**src/rtl/bullet_pool_scheduler_if.sv**
```systemverilog
// bullet_pool_scheduler_if: launch, retire, plot handshake and status signals of the bullet slot pool
interface bullet_pool_scheduler_if #(
    parameter int NUM_SLOTS = 16,
    parameter int SLOT_W    = 4
);
    logic                 frame_tick;
    logic                 fire_req;
    logic [1:0]           dir_x;
    logic [1:0]           dir_y;
    logic [7:0]           ship_x;
    logic [6:0]           ship_y;
    logic [NUM_SLOTS-1:0] retire;
    logic                 plot_ack;
    logic [NUM_SLOTS-1:0] slot_load;
    logic [1:0]           ld_dir_x;
    logic [1:0]           ld_dir_y;
    logic [7:0]           ld_x;
    logic [6:0]           ld_y;
    logic                 fire_ack;
    logic [NUM_SLOTS-1:0] slot_active;
    logic                 pool_full;
    logic [SLOT_W:0]      active_count;
    logic                 plot_req;
    logic [SLOT_W-1:0]    plot_slot;
    logic                 frame_done;
    logic                 overrun;
    logic [15:0]          shots_fired;
    logic [15:0]          fires_dropped;

    modport master (
        output frame_tick, fire_req, dir_x, dir_y, ship_x, ship_y, retire, plot_ack,
        input  slot_load, ld_dir_x, ld_dir_y, ld_x, ld_y, fire_ack, slot_active, pool_full,
               active_count, plot_req, plot_slot, frame_done, overrun, shots_fired, fires_dropped
    );

    modport slave (
        input  frame_tick, fire_req, dir_x, dir_y, ship_x, ship_y, retire, plot_ack,
        output slot_load, ld_dir_x, ld_dir_y, ld_x, ld_y, fire_ack, slot_active, pool_full,
               active_count, plot_req, plot_slot, frame_done, overrun, shots_fired, fires_dropped
    );
endinterface

```
**src/rtl/bullet_pool_scheduler.sv**
```systemverilog
// bullet_pool_scheduler: bullet slot allocator with frame cooldown and per-frame plot sweep
// Optional shot/drop counters are built when BULLET_SCHED_STATS_EN is defined.
module bullet_pool_scheduler #(
    parameter int NUM_SLOTS = 16,
    parameter int SLOT_W    = 4,
    parameter int COOLDOWN  = 8
) (
    input  logic                   clk,
    input  logic                   resetn,
    bullet_pool_scheduler_if.slave bus
);
    localparam int CD_W = $clog2(COOLDOWN + 2);

    typedef enum logic [1:0] {IDLE, SCAN, REQ, DONE} state_t;

    state_t               state;
    logic [SLOT_W-1:0]    idx;
    logic [CD_W-1:0]      cd;
    logic [NUM_SLOTS-1:0] active;
    logic [NUM_SLOTS-1:0] free_oh;
    logic [SLOT_W:0]      count;
    logic                 accept;
    logic                 last;

    always_comb begin
        free_oh = '0;
        for (int i = NUM_SLOTS - 1; i >= 0; i--)
            if (!active[i]) free_oh = NUM_SLOTS'(1) << i;
    end

    always_comb begin
        count = '0;
        for (int i = 0; i < NUM_SLOTS; i++)
            count = count + (SLOT_W + 1)'(active[i]);
    end

    assign accept           = bus.fire_req & ~&active & (cd == '0);
    assign last             = idx == SLOT_W'(NUM_SLOTS - 1);
    assign bus.slot_active  = active;
    assign bus.pool_full    = &active;
    assign bus.active_count = count;

    // Retires only clear bits, so a slot freed this cycle is never the allocation target.
    always_ff @(posedge clk or negedge resetn) begin
        if (!resetn) begin
            active       <= '0;
            cd           <= '0;
            bus.slot_load <= '0;
            bus.fire_ack <= 1'b0;
            bus.ld_dir_x <= '0;
            bus.ld_dir_y <= '0;
            bus.ld_x     <= '0;
            bus.ld_y     <= '0;
        end else begin
            active        <= (active & ~bus.retire) | (accept ? free_oh : '0);
            bus.slot_load <= accept ? free_oh : '0;
            bus.fire_ack  <= accept;
            bus.ld_dir_x  <= accept ? bus.dir_x : bus.ld_dir_x;
            bus.ld_dir_y  <= accept ? bus.dir_y : bus.ld_dir_y;
            bus.ld_x      <= accept ? bus.ship_x : bus.ld_x;
            bus.ld_y      <= accept ? bus.ship_y : bus.ld_y;
            cd            <= accept ? CD_W'(COOLDOWN) : (bus.frame_tick && cd != '0) ? cd - 1'b1 : cd;
        end
    end

    always_ff @(posedge clk or negedge resetn) begin
        if (!resetn) begin
            state          <= IDLE;
            idx            <= '0;
            bus.plot_req   <= 1'b0;
            bus.plot_slot  <= '0;
            bus.frame_done <= 1'b0;
            bus.overrun    <= 1'b0;
        end else begin
            bus.frame_done <= 1'b0;
            if (bus.frame_tick && state != IDLE) bus.overrun <= 1'b1;
            case (state)
                IDLE: if (bus.frame_tick) begin
                    state <= SCAN;
                    idx   <= '0;
                end
                SCAN: if (active[idx]) begin
                    state         <= REQ;
                    bus.plot_req  <= 1'b1;
                    bus.plot_slot <= idx;
                end else if (last) begin
                    state          <= DONE;
                    bus.frame_done <= 1'b1;
                end else begin
                    idx <= idx + 1'b1;
                end
                REQ: if (bus.plot_ack) begin
                    bus.plot_req   <= 1'b0;
                    state          <= last ? DONE : SCAN;
                    bus.frame_done <= last;
                    idx            <= last ? idx : idx + 1'b1;
                end
                DONE: state <= IDLE;
                default: state <= IDLE;
            endcase
        end
    end

`ifdef BULLET_SCHED_STATS_EN
    logic [15:0] shots;
    logic [15:0] drops;

    always_ff @(posedge clk or negedge resetn) begin
        if (!resetn) begin
            shots <= '0;
            drops <= '0;
        end else begin
            shots <= (bus.fire_ack && shots != 16'hFFFF) ? shots + 1'b1 : shots;
            drops <= (bus.fire_req && &active && cd == '0 && drops != 16'hFFFF) ? drops + 1'b1 : drops;
        end
    end

    assign bus.shots_fired   = shots;
    assign bus.fires_dropped = drops;
`else
    assign bus.shots_fired   = '0;
    assign bus.fires_dropped = '0;
`endif
endmodule

```
**src/flat_wrapper.sv**
```systemverilog
// flat-port wrapper written by rule: the top's interface ports become plain ports
module bullet_pool_scheduler_flat 
#(
    parameter int NUM_SLOTS = 16,
    parameter int SLOT_W    = 4,
    parameter int COOLDOWN  = 8
)
  (clk, resetn, bus_frame_tick, bus_fire_req, bus_dir_x, bus_dir_y, bus_ship_x, bus_ship_y, bus_retire, bus_plot_ack, bus_slot_load, bus_ld_dir_x, bus_ld_dir_y, bus_ld_x, bus_ld_y, bus_fire_ack, bus_slot_active, bus_pool_full, bus_active_count, bus_plot_req, bus_plot_slot, bus_frame_done, bus_overrun, bus_shots_fired, bus_fires_dropped);
  bullet_pool_scheduler_if #(.NUM_SLOTS(NUM_SLOTS), .SLOT_W(SLOT_W)) bus_i ();
  input  logic clk;
  input  logic resetn;
  input wire logic [$bits(bus_i.frame_tick)-1:0] bus_frame_tick;
  input wire logic [$bits(bus_i.fire_req)-1:0] bus_fire_req;
  input wire logic [$bits(bus_i.dir_x)-1:0] bus_dir_x;
  input wire logic [$bits(bus_i.dir_y)-1:0] bus_dir_y;
  input wire logic [$bits(bus_i.ship_x)-1:0] bus_ship_x;
  input wire logic [$bits(bus_i.ship_y)-1:0] bus_ship_y;
  input wire logic [$bits(bus_i.retire)-1:0] bus_retire;
  input wire logic [$bits(bus_i.plot_ack)-1:0] bus_plot_ack;
  output wire logic [$bits(bus_i.slot_load)-1:0] bus_slot_load;
  output wire logic [$bits(bus_i.ld_dir_x)-1:0] bus_ld_dir_x;
  output wire logic [$bits(bus_i.ld_dir_y)-1:0] bus_ld_dir_y;
  output wire logic [$bits(bus_i.ld_x)-1:0] bus_ld_x;
  output wire logic [$bits(bus_i.ld_y)-1:0] bus_ld_y;
  output wire logic [$bits(bus_i.fire_ack)-1:0] bus_fire_ack;
  output wire logic [$bits(bus_i.slot_active)-1:0] bus_slot_active;
  output wire logic [$bits(bus_i.pool_full)-1:0] bus_pool_full;
  output wire logic [$bits(bus_i.active_count)-1:0] bus_active_count;
  output wire logic [$bits(bus_i.plot_req)-1:0] bus_plot_req;
  output wire logic [$bits(bus_i.plot_slot)-1:0] bus_plot_slot;
  output wire logic [$bits(bus_i.frame_done)-1:0] bus_frame_done;
  output wire logic [$bits(bus_i.overrun)-1:0] bus_overrun;
  output wire logic [$bits(bus_i.shots_fired)-1:0] bus_shots_fired;
  output wire logic [$bits(bus_i.fires_dropped)-1:0] bus_fires_dropped;
  assign bus_i.frame_tick = bus_frame_tick;
  assign bus_i.fire_req = bus_fire_req;
  assign bus_i.dir_x = bus_dir_x;
  assign bus_i.dir_y = bus_dir_y;
  assign bus_i.ship_x = bus_ship_x;
  assign bus_i.ship_y = bus_ship_y;
  assign bus_i.retire = bus_retire;
  assign bus_i.plot_ack = bus_plot_ack;
  assign bus_slot_load = bus_i.slot_load;
  assign bus_ld_dir_x = bus_i.ld_dir_x;
  assign bus_ld_dir_y = bus_i.ld_dir_y;
  assign bus_ld_x = bus_i.ld_x;
  assign bus_ld_y = bus_i.ld_y;
  assign bus_fire_ack = bus_i.fire_ack;
  assign bus_slot_active = bus_i.slot_active;
  assign bus_pool_full = bus_i.pool_full;
  assign bus_active_count = bus_i.active_count;
  assign bus_plot_req = bus_i.plot_req;
  assign bus_plot_slot = bus_i.plot_slot;
  assign bus_frame_done = bus_i.frame_done;
  assign bus_overrun = bus_i.overrun;
  assign bus_shots_fired = bus_i.shots_fired;
  assign bus_fires_dropped = bus_i.fires_dropped;
  bullet_pool_scheduler #(.NUM_SLOTS(NUM_SLOTS), .SLOT_W(SLOT_W), .COOLDOWN(COOLDOWN)) u_core (.clk(clk), .resetn(resetn), .bus(bus_i));
endmodule
```
**config.mk**
```make
export PLATFORM = sky130hd
export DESIGN_NAME = bullet_pool_scheduler_flat
export DESIGN_NICKNAME = d
export VERILOG_FILES = /design/src/rtl/bullet_pool_scheduler_if.sv /design/src/rtl/bullet_pool_scheduler.sv /design/src/flat_wrapper.sv
export SDC_FILE = /design/constraint.sdc
export NUM_CORES = 1
export LEC_CHECK = 0
export CORE_MARGIN = 2
export CORE_UTILIZATION = 55
export DETAILED_ROUTE_END_ITERATION = 6
export DONT_BUFFER_PORTS = 1
export GPL_TIMING_DRIVEN = 1
export PLACE_DENSITY = 0.72
export SLEW_MARGIN = 20
export SYNTH_ARGS = -nofsm -noshare
export SYNTH_HDL_FRONTEND = slang
export SYNTH_SLANG_ARGS = --single-unit
export TNS_END_PERCENT = 100
```
**constraint.sdc**
```tcl
create_clock -name clk -period 11.4 [get_ports clk]
set_input_delay 1.14 -clock clk [delete_from_list [all_inputs] [get_ports clk]]
set_output_delay 1.14 -clock clk [all_outputs]
set_load 0.01 [all_outputs]
```
* Word level (Yosys, flattened, before mapping) *
Cells that the tools add are included.

cells by class
  bitwise operators = 5
  $lt $le $gt $ge = 1
  eq/ne operators = 9
  muxes and demuxes = 39
  add/sub/neg operators = 17
  reductions and logical operators = 15

operators by type and width
  cell                                                                           count
  16-bit 2-to-1 mux                                                              17
  5-bit by 1-bit adder with 5-bit output                                         14
  4-bit 2-to-1 mux                                                               6
  16-bit bitwise AND                                                             1
  16-bit NOT                                                                     1
  16-bit bitwise OR                                                              1
  16-bit AND reduction                                                           1
  4-bit case mux with 3 select lines                                             1
  2-bit 2-to-1 mux                                                               5
  2-bit case mux with 4 select lines                                             1
  1-bit 2-to-1 mux                                                               6
  2-bit inequality test (second input constant)                                  3
  3-bit AND reduction                                                            2
  2-bit nonzero test                                                             3
  4-bit by 5-bit less-than comparator with 1-bit output (second input constant)  1
  4-bit by 1-bit adder with 4-bit output (second input constant)                 1
  1-bit binary-select mux with 4-bit select                                      1
  2-bit equality test (second input constant)                                    2
  4-bit equality test (second input constant)                                    1
  4-bit logical NOT                                                              1
  1-bit case mux with 2 select lines                                             2
  4-bit AND reduction                                                            1
  4-bit nonzero test                                                             1
  4-bit by 1-bit subtractor with 4-bit output (second input constant)            1
  10 further kinds                                                               12

storage, ports and cells
  bits in registers = 69
  output and inout bits = 97

* Logic depth before layout (Yosys ltp) *
  depth after elaboration = 18
  mapped depth = 13
  gate-level depth less buffers = 13

* Least setup slack after synthesis *
No wires, ideal clock.

  kind = register to output
  from = register u_core.active[0], in the netlist u_core.bus.slot_active[0]
  to = output bus_active_count[1]
  data required time = 10.260 ns
  arrival time = 3.569 ns
  slack = 6.691 ns
  cell stages (with the launch flop) = 9
  buffers on the path = 0
  cells stage by stage = dfrtp_1 -> ha_1 -> fa_1 -> fa_1 -> fa_1 -> fa_1 -> fa_1 -> inv_1 -> fa_1

on the way
  cells in the longest elaborated chain, start to end = 15

ends and longest elaborated chain
  what                                                   line                         RTL
  start, declared                                        bullet_pool_scheduler.sv:19  logic [NUM_SLOTS-1:0] active;
  start signal, assigned                                 bullet_pool_scheduler.sv:55  active <= (active & ~bus.retire) | (accept ? free_oh : '0);
  1-bit by 1-bit adder with 2-bit output                 bullet_pool_scheduler.sv:34  count = count + (SLOT_W + 1)'(active[i]);
  5-bit by 1-bit adder with 5-bit output (14 in series)  bullet_pool_scheduler.sv:34
  end, declared                                          flat_wrapper.sv:28           output wire logic [$bits(bus_i.active_count)-1:0] bus_active_count;

Every way passes these cells.

* Worst setup path in the final report *
  from = register u_core.active[1], in the netlist u_core.bus.slot_active[1]
  to = output bus_active_count[4]

Same word-level chain as after synthesis.

==> summary.md <==
| Metric | Value |
|---|---|
| Status | completed |
| I/O pin total | 137 |
| Slew margin rel. | 0.443 |
| DRT Pass-1 Iters | 4 |
| CP max stage delay | 540 ps |
| Fmax achieved | 189 MHz |
| Largest area contributor in the netlist | dfrtp_1 |
| Worst Clk Skew | 7.64 ps |
| H-tree depth | 3 |
| Area contributors post-synth | dfrtp_1 48%, nand2_1 7.5%, buf_4 6.7%, fa_1 5.5%, ha_1 4.9% |
| Leakage power | 1.86 nW |
| Max-slew violations | 0 |
| Setup Buffers After CTS | 0 |
| Antenna viol nets, final | 0 |
| Adder-Cell Fraction of Synth Area | 0.104 |
| DR vias | 2,373 |
| Starting Density | 0.569 |
| First-pass GRT wire length | 11.5 mm |
| Clk sinks | 69 |
| 1st-iter DRT viols | 132 |
| CP Max Fanout | 6 |
| Critical Path End Type | output pin |
| Yosys Warn Count | 0 |
| Site Rows | 29 |
| Hold Fails Final Rpt | 0 |
| Power density over cell area | 193 nW/um^2 |
| Tcrit/Tclk final | 0.465 |
| Vias per cell | 5.39 |
| Critical path class | register to output pin |
| Layout cell share with drive strength beyond 1 | 0.0634 |
| N_diodes | 0 |
| CP required | 10,260 ps |
| Cell area after synthesis | 3610 sq um |
| Post-CTS sizing | 0 |
| Post-synthesis mux area share | 0.0537 |
| Layout Nets | 424 |
| Largest family of logic cells by synthesized area | simple AND/OR/NAND/NOR gates |
| Routability cong. | 0.800 |
| Post-DP HPWL | 5.36 mm |
| Clock Latency Late Sink | 340 ps |
| Synth unique cells | 49 |
| Port Buffers | 0 |
| Final hold slack | 495 ps |
| Hold Crit Class | input pin to async pin |
| Avg WL per Cell | 15.9 um |
| Drt drc | 0 |
| Critical-path top delay cell | fa_1 |
| Cell repeated most along the worst path | fa_1 |
| CP Data Arrival Time | 4160 ps |
| Fraction of synthesized cell area in xor and xnor cells | 0.00970 |
| Flops & latches, synth | 69 |
| Sequential area share after synthesis | 0.478 |
| Setup TNS | 0 ps |
| Root Driver | clkbuf_8 |
| Post-Synth Simple-Gate Area | 0.149 |
| Core region area | 6350 sq um |
| Synthesized area per cell | 10.1 sq um |
| Final min period | 5300 ps |
| Top-area cell type share of the netlist area | 0.478 |
| CTS tree | yes |
| Synthesized netlist cell count | 358 |
| Synth-to-layout area growth | 2.08% |
| Initial antenna violation count | 0 |
| Die height | 85.0 um |
| Setup Viol. Count Final | 0 |
| Post-CTS Hold Fix Bufs | 0 |
| CP cell instances | inv_1 > ha_1 > fa_1 > fa_1 > fa_1 > fa_1 > fa_1 > inv_1 > fa_1 > a21oi_1 > nor2b_1 |
| Maximum VDD drop | 128 uV |
| Clock transition at path regs | 70 ps |
| Overall Global Routing Usage | 0.205 |
| Post-Route WL | 7.02 mm |
| Synth Area in Compound Gates | 0.0859 |
| Total power | 0.000711 W |
| RSZ-0062 raised after global routing | no |
| Slew of the pin with the lowest slew margin | 835 ps |
| Vias in the first global route | 2,292 |
| Max-Cap Viols | 0 |
| Die area | 7230 sq um |
| CTS max path bufs | 2 |
| Largest net degree at the start of global routing | 70 |
| CP Launch Type | register |
| Die width | 85.0 um |
| Congestion Overflow GR | 0 |
| Num CTS Buffers | 9 |
## final cells by class
class                   instances  area [sq um]
flip-flops and latches         69          1730
multi-input cells             242          1570
clock inverters                 3          15.0
inverters                      38           143
well taps                      77          96.3
clock buffers                  11           131
fillers                       538          2660
## per-layer routing
| layer | up-vias | GRT usage | wire, um |
|---|---|---|---|
| li1 | 1110 | - | - |
| met1 | 1154 | 0.277 | 2960 |
| met2 | 100 | 0.321 | 3440 |
| met3 | 9 | 0.0564 | 506 |
| met4 | 0 | 0.0736 | 101 |
| met5 | - | 0 | 0 |
## logic make-up (layout without fill, tap and decap cells)
logic type	count (synthesis)	count (layout)
and+or+nand+nor	121	121
buffers and inverters	78	52
xor gates and xnor gates	4	4
muxes	16	16
other	1	32
DFF	69	69
adders and majority gates	24	24
AOI/OAI and AO/OA	45	45
## report_power, final
part	internal [W]	switching (W)	total, W
Clock	0.0000755	0.0000840	0.000160
Combinational	0.0000800	0.000106	0.000186
Sequential	0.000298	0.0000677	0.000365
## cells in the mapped netlist (all sizes together)
cell type,instances
nor3,4
mux4,2
nand3,9
o32a,1
nand2b,2
nor3b,1
conb,1
and4,1
nor4b,1
fa,10
o21ai,9
a21o,3
o221a,1
nand4,2
and3,2
inv,38
mux2i,7
a22o,1
nor2b,2
buf,38
xnor2,2
xor2,2
nand2,72
a21boi,1
o211a,1
o22ai,11
a21oi,7
o2bb2ai,2
o31ai,2
or3,1
mux2,7
o21bai,5
a2bb2oi,1
and2,1
dfrtp,69
nor2,16
nand3b,1
ha,14
or2,2
clkbuf,2
nor4,3
nand4bb,1
## worst max-delay path: cells and delay by family (launching register included)
family                   cells  cell delay [ps]
adder cells (fa/ha/maj)      7             2840
AND/OR/NAND/NOR              1              220
AO/OA/AOI/OAI                1               70
buffers and inverters        2              210
flip-flops                   1              470
## through the flow
stage                     area (sq um)  setup slack (ps)   util  instances
after floorplan                   3730              6690      -        389
after global placement            3540              6580  0.557        426
after detailed placement          3540              6450  0.557        426
after CTS                         3690              6080  0.580        440
after global routing              3690              5940  0.580        440
final                             3690              6100  0.580        440
## state kept, by name, indices dropped and copies added, names as in the netlist
name and flops:
u_core.bus.slot_active 16, u_core.bus.fire_ack 1, u_core.bus.ld_y 7, u_core.bus.slot_load 16, u_core.bus.plot_slot 4, u_core.bus.overrun 1
u_core.bus.ld_x 8, u_core.bus.plot_req 1, u_core.state 2, u_core.idx 4, u_core.bus.ld_dir_x 2, u_core.cd 4
u_core.bus.ld_dir_y 2, u_core.bus.frame_done 1
## cell usage in the layout, fill, tap and decap left out, types with 5 or more instances in the layout
cell      netlist  routed
dfrtp_1        69      69
inv_1          37      37
fa_1           10      10
o21ai_1         5       5
nand3_1         9       9
a21oi_1         7       7
o21bai_1        5       5
clkbuf_8        0       9
o22ai_1         9       9
mux2i_1         7       7
conb_1          1      32
nand2_1        72      72
nor2_1         16      16
ha_1           14      14
## worst paths after layout
| kind | from | to | slack, ps | cells past startpoint |
|---|---|---|---|---|
| worst max-delay path | u_core.bus.slot_active[1]$_DFF_PN0_ | bus_active_count[4] | 6100 | 11 |
| worst min-delay path | resetn | u_core.bus.plot_slot[0]$_DFFE_PN0P_ | 500 | 0 |
| worst max register to register | u_core.bus.slot_active[0]$_DFF_PN0_ | u_core.bus.slot_active[4]$_DFF_PN0_ | 8280 | 7 |
| worst min register to register | u_core.cd[2]$_DFFE_PN0P_ | u_core.cd[2]$_DFFE_PN0P_ | 530 | 1 |
| max in group asynchronous | resetn | u_core.bus.slot_active[2]$_DFF_PN0_ | 10780 | 0 |
| min in group clk | u_core.cd[2]$_DFFE_PN0P_ | u_core.cd[2]$_DFFE_PN0P_ | 530 | 1 |
Note: power is estimated with default switching activity, not from simulation.
